==> src/rtl/spi_master_ctrl_pkg.sv <==
// Shared definitions for the LED SPI master: FSM states, SPI mode constants,
// default timing parameters and a counter-width helper.
package spi_master_ctrl_pkg;

  typedef enum logic [2:0] {
    S_IDLE,
    S_SETUP,
    S_HIGH,
    S_LOW,
    S_GAP
  } spi_state_t;

  // Mode 0, LSB first: SCLK idles low, slave samples on the rising edge.
  localparam bit SPI_CPOL      = 1'b0;
  localparam bit SPI_CPHA      = 1'b0;
  localparam bit SPI_LSB_FIRST = 1'b1;

  localparam int DEF_DATA_W     = 8;
  localparam int DEF_CLK_DIV    = 4;
  localparam int DEF_GAP_CYCLES = 4;

  // Width of a counter that must hold values 0..max_val.
  function automatic int cnt_w(input int max_val);
    return (max_val < 1) ? 1 : $clog2(max_val + 1);
  endfunction

endpackage

==> src/rtl/spi_clk_div.sv <==
// Half-period counter for SPI masters: emits a one-cycle phase_end tick every
// CLK_DIV enabled cycles; load restarts the count from zero.
module spi_clk_div
  import spi_master_ctrl_pkg::*;
#(
  parameter int CLK_DIV = DEF_CLK_DIV
) (
  input  logic clk,
  input  logic rst,
  input  logic load,
  input  logic en,
  output logic phase_end
);

  localparam int CW = cnt_w(CLK_DIV);
  localparam logic [CW-1:0] LAST = CW'(CLK_DIV - 1);

  logic [CW-1:0] cnt;

  // NOTE: sequential state is written with non-blocking assignments only, so
  // every flop sees pre-edge values regardless of statement order.
  always_ff @(posedge clk) begin
    if (rst || load) begin
      cnt <= '0;
    end else if (en) begin
      cnt <= (cnt == LAST) ? '0 : cnt + 1'b1;
    end
  end

  assign phase_end = en && !load && (cnt == LAST);

endmodule

==> src/rtl/spi_master_ctrl.sv <==
// LED SPI master sequencer: accepts a word over valid/ready and drives a
// registered SS/SCLK/MOSI frame, LSB first, followed by an SS-high gap.
module spi_master_ctrl
  import spi_master_ctrl_pkg::*;
#(
  parameter int DATA_W     = DEF_DATA_W,
  parameter int CLK_DIV    = DEF_CLK_DIV,
  parameter int GAP_CYCLES = DEF_GAP_CYCLES
) (
  input  logic              clk,
  input  logic              rst,
  input  logic [DATA_W-1:0] tx_data,
  input  logic              tx_valid,
  output logic              tx_ready,
  output logic              busy,
  output logic              done,
  output logic              SCLK,
  output logic              MOSI,
  output logic              SS
);

  localparam int BW = cnt_w(DATA_W);
  localparam int GW = cnt_w(GAP_CYCLES);
  // The bit counter is bumped on every LOW entry, so it reads DATA_W during
  // the LOW phase that follows the last bit.
  localparam logic [BW-1:0] BIT_DONE = BW'(DATA_W);
  localparam logic [GW-1:0] GAP_LAST = GW'(GAP_CYCLES - 1);

  spi_state_t        state, state_d;
  logic [DATA_W-1:0] shreg, shreg_d, shreg_shift;
  logic [BW-1:0]     bit_cnt, bit_d;
  logic [GW-1:0]     gap_cnt, gap_d;
  logic              ss_q, ss_d;
  logic              sclk_q, sclk_d;
  logic              mosi_q, mosi_d;
  logic              done_q, done_d;
  logic              div_load, div_en, phase_end;

  function automatic logic first_bit(input logic [DATA_W-1:0] w);
    return SPI_LSB_FIRST ? w[0] : w[DATA_W-1];
  endfunction

  assign shreg_shift = SPI_LSB_FIRST ? (shreg >> 1) : (shreg << 1);

  spi_clk_div #(.CLK_DIV(CLK_DIV)) u_clk_div (
    .clk       (clk),
    .rst       (rst),
    .load      (div_load),
    .en        (div_en),
    .phase_end (phase_end)
  );

  assign tx_ready = (state == S_IDLE) && !rst;
  assign busy     = (state != S_IDLE);
  assign done     = done_q;
  assign SCLK     = sclk_q;
  assign MOSI     = mosi_q;
  assign SS       = ss_q;

  always_comb begin
    // NOTE: every signal driven here gets a default first, so no branch can
    // leave one unassigned and infer a latch.
    state_d  = state;
    shreg_d  = shreg;
    bit_d    = bit_cnt;
    gap_d    = gap_cnt;
    ss_d     = ss_q;
    sclk_d   = sclk_q;
    mosi_d   = mosi_q;
    done_d   = 1'b0;
    div_load = 1'b0;
    div_en   = 1'b0;

    unique case (state)
      S_IDLE: begin
        div_load = 1'b1;
        if (tx_valid && tx_ready) begin
          state_d = S_SETUP;
          shreg_d = tx_data;
          bit_d   = '0;
          ss_d    = 1'b0;
          sclk_d  = SPI_CPOL;
          mosi_d  = first_bit(tx_data);
        end
      end
      S_SETUP: begin
        div_en = 1'b1;
        if (phase_end) begin
          state_d = S_HIGH;
          sclk_d  = !SPI_CPOL;
        end
      end
      S_HIGH: begin
        div_en = 1'b1;
        if (phase_end) begin
          // MOSI only moves together with the falling SCLK edge.
          state_d = S_LOW;
          sclk_d  = SPI_CPOL;
          shreg_d = shreg_shift;
          mosi_d  = first_bit(shreg_shift);
          bit_d   = bit_cnt + 1'b1;
        end
      end
      S_LOW: begin
        div_en = 1'b1;
        if (phase_end) begin
          if (bit_cnt == BIT_DONE) begin
            state_d = S_GAP;
            ss_d    = 1'b1;
            mosi_d  = 1'b0;
            done_d  = 1'b1;
            gap_d   = '0;
          end else begin
            state_d = S_HIGH;
            sclk_d  = !SPI_CPOL;
          end
        end
      end
      S_GAP: begin
        div_load = 1'b1;
        if (gap_cnt == GAP_LAST) begin
          state_d = S_IDLE;
        end else begin
          gap_d = gap_cnt + 1'b1;
        end
      end
      default: begin
        state_d = S_IDLE;
      end
    endcase
  end

  always_ff @(posedge clk) begin
    if (rst) begin
      state   <= S_IDLE;
      // NOTE: the shift register is reset as well; it is only DATA_W flops and
      // a known value keeps MOSI deterministic straight out of reset.
      shreg   <= '0;
      bit_cnt <= '0;
      gap_cnt <= '0;
      ss_q    <= 1'b1;
      sclk_q  <= SPI_CPOL;
      mosi_q  <= 1'b0;
      done_q  <= 1'b0;
    end else begin
      state   <= state_d;
      shreg   <= shreg_d;
      bit_cnt <= bit_d;
      gap_cnt <= gap_d;
      ss_q    <= ss_d;
      sclk_q  <= sclk_d;
      mosi_q  <= mosi_d;
      done_q  <= done_d;
    end
  end

endmodule
==> config.mk <==
export PLATFORM = sky130hd
export DESIGN_NAME = spi_master_ctrl
export DESIGN_NICKNAME = d
export VERILOG_FILES = /design/src/rtl/spi_master_ctrl_pkg.sv /design/src/rtl/spi_clk_div.sv /design/src/rtl/spi_master_ctrl.sv
export SDC_FILE = /design/constraint.sdc
export NUM_CORES = 1
export LEC_CHECK = 0
export ABC_AREA = 1
export CAP_MARGIN = 20
export CORE_AREA = 5 5 54 56
export DETAILED_ROUTE_END_ITERATION = 10
export DIE_AREA = 0 0 59 61
export GPL_TIMING_DRIVEN = 0
export PLACE_DENSITY_LB_ADDON = 0.25
export SYNTH_ARGS = -nofsm -noshare
export SYNTH_HDL_FRONTEND = slang
export SYNTH_SLANG_ARGS = --single-unit
==> constraint.sdc <==
create_clock -name clk -period 3.1 [get_ports clk]
set_clock_uncertainty 0.2 [all_clocks]
set_input_delay 0.465 -clock clk [delete_from_list [all_inputs] [get_ports clk]]
set_output_delay 0.465 -clock clk [all_outputs]
set_load 0.01 [all_outputs]
==> impl_metrics.py, run 1 <==
metrics = {
    "clock_tree": {
        "cts_buffer_depth": 2,
        "clk_pin_slew_ns": 0.14,
        "cts_buffers": 3,
        "post_cts_buffers": 0,
        "htreeDepth": 1,
        "cts_tree": "yes",
        "clock_latency_ns": 0.31,
        "cts_hold_repair.buffers": 0,
        "root_buffer": "clkbuf_4",
        "cts.repair.resized": 0,
        "clock-sinks": 24,
    },
    "power_and_ir_drop": {
        "p_per_area_nw_per_um2": 611.6,
        "vdd_drop_max_mv": 0.3450,
        "p_leak_uw": 0.0006953,
    },
    "yosys": {
        "yosysSeqAreaShare_pct": 37.21,
        "syn_nets": 203,
        "synth_warnings": 0,
        "syn-cell-area_sq_um": 1291,
        "synth_cell_type_count": 24,
        "syn_inst": 187,
        "ys_ff_latch": 24,
        "postSynthAreaPerCell_sq_um": 6.905,
    },
    "floorplanning": {
        "fp.dieW_um": 59,
        "io_pins": 17,
        "die_h_um": 61,
        "row_count": 18,
        "initial_utilization_pct": 54.09,
        "core_sq_um": 2387,
        "fp.dieArea_sq_um": 3599,
    },
    "global_route": {
        "grt_start_max_net_pins": 14,
        "grt_pass1_wl_mm": 4.436,
        "grt_overflow": 0,
        "grt_pass1_vias": 1114,
        "antenna_found_initial": 0,
        "grtUsageTotal_pct": 15.87,
    },
    "worst_setup_path": {
        "worstSetupStartpointType": "register",
        "r2r_start": "u_clk_div.cnt[0]",
        "worst_setup_path_startpoint": "state[2]",
        "crit_arrival_ns": 1.63,
        "ff2ff_path_depth": 8,
        "path_max_fanout": 8,
        "cp.required_ns": 2.43,
        "cp-end-kind": "output pin",
        "crit_type": "register to output pin",
    },
    "sta": {
        "setup_viol": 0,
        "relSlewSlack_pct": 82.11,
        "maxSlewViolCount": 0,
        "post-route-period-util_pct": 73.89,
        "tns_ns": 0,
        "max_slew.worst_pin.slew_ns": 0.2672,
        "min_period_ns": 2.291,
        "fin_ws_ns": 0.8095,
        "grt_setup_unrepaired": "false",
        "final-hold-violation-count": 0,
        "fmax_ghz": 0.4366,
    },
    "routing": {
        "wl_per_cell_um": 10.79,
        "drt_iter0_drc": 53,
        "wl_mm": 2.546,
        "final_antenna_net_count": 0,
        "viasPerCell": 4.941,
        "drtPass1Iterations": 4,
        "post-route-drc-count": 0,
        "vias": 1166,
    },
    "layout": {
        "drive_gt1_share_pct": 11.65,
        "mostFrequentLayoutCells": "nand2_1 (52), nor2_1 (29), dfxtp_1 (24)",
        "antenna_cells": 0,
        "area_delta_synth_final_pct": 17.34,
        "fillers": 235,
        "final_nets": 223,
        "final_util_pct": 63.47,
        "final_common_cell": "nand2_1",
    },
    "worst_hold_path": {
        "hold_class": "input port to register",
        "hold_depth": 2,
        "holdCritStartpoint": "rst",
    },
    "placement": {
        "hpwl_mm": 1.938,
        "place_ws_ns": 1.144,
        "io_buffers": 15,
        "routabilityCongestion": 0.8175,
    },
    "job": {
        "drv_cap": 0,
    },
    "status": {
        "status": "completed",
    },
}
layout make-up:
cell class,count,area (sq um),area share (%)
multi-input cells,136,675.6,44.59
flip-flops and latches,24,480.5,31.71
repair buffers,15,150.1,9.909
inverters,22,82.58,5.450
plain buffers,5,52.55,3.468
well taps,30,37.54,2.477
clock buffers,4,36.28,2.395
power by group:
group / internal [uW] / switching, uW / total, uW
Sequential: 353 / 28.1 / 381
Combinational: 153 / 226 / 379
Clock: 71.7 / 95.1 / 167
metrics by stage:
stage	area, sq um	hold slack, ns	cells	power (uW)
floorplan	1291	0.2225	187	652.4
global placement	1479	0.2362	232	755.2
detailed placement	1479	0.2431	232	769.5
CTS	1515	0.1575	236	931.4
global route	1515	0.1338	236	1001
finish	1515	0.1492	236	926.7
cell families (layout without fill, tap and decap cells):
logic type | Yosys count | in the layout | share of synthesized area (%)
fa+ha+maj | 5 | 5 | 4.845
flops | 24 | 24 | 37.21
buf+inv | 27 | 46 | 10.47
compound gates | 22 | 22 | 9.206
simple gates | 108 | 108 | 37.60
xor+xnor | 1 | 1 | 0.6784
registers in the layout, indices dropped and copies added, names as in the netlist:
| name | count |
|---|---|
| shreg | 7 |
| bit_cnt | 4 |
| gap_cnt | 3 |
| state | 3 |
| u_clk_div.cnt | 3 |
| MOSI | 1 |
| SCLK | 1 |
| SS | 1 |
| done | 1 |
metal layers:
metal  track usage (%)  vias to the layer above  wire (um)
li1                  -                      622          -
met1             19.02                      510       1178
met4             6.796                        0         19
met3             2.128                        2        136
met5                 0                        -          0
met2             28.39                       32       1212
final timing paths:
check | endpoint | slack [ns]
worst max-delay path | tx_ready | 0.81
worst min-delay path | bit_cnt[3] | 0.15
worst max register to register | shreg[2] | 1.34
worst min register to register | u_clk_div.cnt[2] | 0.26
critical path, cell delays in order (launching register included):
cell and delay, ns:
dfxtp_1 0.33, buf_6 0.14, nor2_4 0.13, nand2_4 0.07, nor2_4 0.09, clkdlybuf4s50_1 0.54
synthesized netlist by cell type:
cell type  instances  share of area, %
a21oi_2            1              0.68
inv_1             20               5.8
ha_1               5               4.8
buf_6              4               3.5
o211ai_1           1              0.58
nor2_2             1              0.48
buf_4              1              0.58
nor2_4             4               3.5
xor2_1             1              0.68
nand2_2            6               2.9
dfxtp_1           24                37
nand3_1            9               3.5
nand3b_1           1              0.58
nor2_1            29               8.4
a21oi_1            8               3.1
inv_2              2              0.58
nand2_1           52                15
nor3_1             2              0.78
nand2_4            1              0.87
o21ai_1            1              0.39
nand4_1            2              0.97
a211oi_1           1              0.58
nor4_1             1              0.48
o21ai_0           10               3.9
No activity file was read; power rests on OpenSTA's default activity.
==> run 2: changes to the inputs <==
- CORE_AREA: 5 5 54 56 -> 5 5 80 45
- DIE_AREA: 0 0 59 61 -> 0 0 85 50
- clock period: 3.1 -> 2.1 ns (I/O delays scaled with it)
==> impl_metrics.py, run 2 (synthesis gave the netlist of run 1 again) <==
metrics = {
    "layout": {
        "regMostFlops": "shreg",
        "drive_gt1_share_pct": 11.65,
        "antenna_cells": 0,
        "largest_reg_flops": 7,
        "mostFrequentLayoutCells": "nand2_1 (52), nor2_1 (29), dfxtp_1 (24)",
        "area_delta_synth_final_pct": 21.22,
        "final_common_cell": "nand2_1",
        "largestRegisters": "shreg: 7 flops, bit_cnt: 4 flops",
        "fillers": 275,
        "final_nets": 223,
    },
    "sta": {
        "maxSlewViolCount": 0,
        "setup_viol": 0,
        "grt_setup_unrepaired": "false",
        "hold_slack_ns": 0.05172,
        "post-route-period-util_pct": 94.17,
        "relSlewSlack_pct": 79.52,
        "tns_ns": 0,
        "min_period_ns": 1.978,
        "max_slew.worst_pin.slew_ns": 0.3061,
        "fmax_ghz": 0.5057,
        "final-hold-violation-count": 0,
    },
    "global_route": {
        "antenna_found_initial": 0,
        "grt_overflow": 0,
        "grt_pass1_vias": 1034,
        "grt_start_max_net_pins": 15,
        "grtUsageTotal_pct": 14.40,
        "grt_pass1_wl_mm": 4.795,
    },
    "floorplanning": {
        "row_count": 14,
        "initial_utilization_pct": 45.50,
        "core_sq_um": 2838,
        "die_h_um": 50,
        "fp.dieW_um": 85,
        "fp.dieArea_sq_um": 4250,
        "io_pins": 17,
    },
    "routing": {
        "wl_per_cell_um": 11.77,
        "drt_iter0_drc": 116,
        "final_antenna_net_count": 0,
        "top_layer_used": "met4",
        "vias": 1182,
        "wl_met2_mm": 1.123,
        "viasPerCell": 4.805,
        "post-route-drc-count": 0,
        "wl_mm": 2.896,
        "drtPass1Iterations": 4,
        "met3_length_um": 273,
        "wl_met1_mm": 1.468,
    },
    "clock_tree": {
        "clock_latency_ns": 0.27,
        "cts_buffers": 3,
        "clock-sinks": 24,
        "htreeDepth": 1,
        "root_buffer": "clkbuf_8",
        "clk_pin_slew_ns": 0.09,
        "post_cts_buffers": 0,
        "cts_tree": "yes",
        "cts_buffer_depth": 2,
    },
    "power_and_ir_drop": {
        "p_leak_uw": 0.0007221,
        "intPower_uw": 999.1,
        "power.share.sequential_pct": 36.6,
        "p_per_area_nw_per_um2": 986.1,
        "comb_power_share_pct": 37.0,
        "vdd_drop_max_mv": 0.4164,
        "clockPowerShare_pct": 26.4,
        "p_switching_uw": 544.4,
        "p_sw_share_pct": 35.27,
    },
    "worst_setup_path": {
        "worstSetupStartpointType": "register",
        "path_max_fanout": 5,
        "cp-end-kind": "output pin",
        "worstPathCellList": "inv_1 > nand2_4 > clkdlybuf4s50_1",
        "r2r_start": "u_clk_div.cnt[0]",
        "critPathBufInv": 2,
        "crit_arrival_ns": 1.46,
        "ff2ff_path_depth": 8,
        "critPathTopFamily": "buffers and inverters",
        "reg2reg_to": "shreg[1]",
        "cp.required_ns": 1.58,
        "crit_type": "register to output pin",
        "cpMaxStageDelayCell": "clkdlybuf4s50_1",
        "cp_slowest_stage_delay_ns": 0.53,
        "ff2ff_setup_slack_ns": 0.34,
        "worst-path-stages": 3,
    },
    "job": {
        "drv_cap": 0,
    },
    "status": {
        "status": "completed",
    },
    "placement": {
        "hpwl_mm": 2.229,
        "routabilityCongestion": 0.7752,
        "io_buffers": 15,
    },
    "worst_hold_path": {
        "min_delay_worst_endpoint": "bit_cnt[3]",
        "holdCritStartpoint": "rst",
        "hold_depth": 2,
        "hold_class": "input port to register",
    },
}
[run 2: changes by cell type in the layout (fill, tap and decap cells not counted), sizes merged]
cell           previous run  this run
clkbuf                    4         3
dlymetal6s2s              0         1
bufinv                    0         1
clkdlybuf4s50            15        14
[run 2: per-stage QoR]
step / power, uW / cell area [sq um] / util [%] / setup WS (ns) / cells
6_report: 1543 / 1565 / 55.16 / 0.1224 / 246
5_1_grt: 1648 / 1565 / 55.16 / 0.05333 / 246
4_1_cts: 1550 / 1563 / 55.07 / 0.008987 / 246
3_5_place_dp: 1141 / 1491 / 52.56 / 0.2837 / 242
3_3_place_gp: 1122 / 1491 / 52.56 / 0.3089 / 242
2_1_floorplan: 963.1 / 1291 / - / 0.6031 / 187
[run 2: cell type report]
class | instances | area, sq um | share of cell area, %
clock buffers | 3 | 41.29 | 2.638
inverters | 22 | 82.58 | 5.276
clock inverters | 1 | 30.03 | 1.918
well taps | 40 | 50.05 | 3.197
flip-flops and latches | 24 | 480.5 | 30.70
repair buffers | 15 | 152.6 | 9.752
plain buffers | 5 | 52.55 | 3.357
multi-input cells | 136 | 675.6 | 43.17
[run 2: power groups by stage]
stage	Clock (uW)	Combinational [uW]	Sequential, uW
finish	407	571	565
global route	443	630	574
CTS	417	569	564
detailed placement	0	567	574
global placement	0	551	571
floorplan	0	389	574
[run 2: timing repair]
action                                  CTS  global route
resized for setup                         0             1
hold buffers                              0             0
endpoints found under the setup margin    0             1
[run 2: worst max path at each step]
stage                           from  endpoint
floorplan           u_clk_div.cnt[0]  shreg[1]
global placement            tx_valid      MOSI
detailed placement          tx_valid      MOSI
CTS                         state[2]  tx_ready
global route                state[1]      busy
finish                      state[1]      busy
[run 2: metal layers]
| layer | track usage (%) | up-vias |
|---|---|---|
| met2 | 19.72 | 35 |
| met1 | 20.63 | 519 |
| met4 | 4.474 | 0 |
| met3 | 5.158 | 5 |
| met5 | 0 | - |
| li1 | - | 623 |
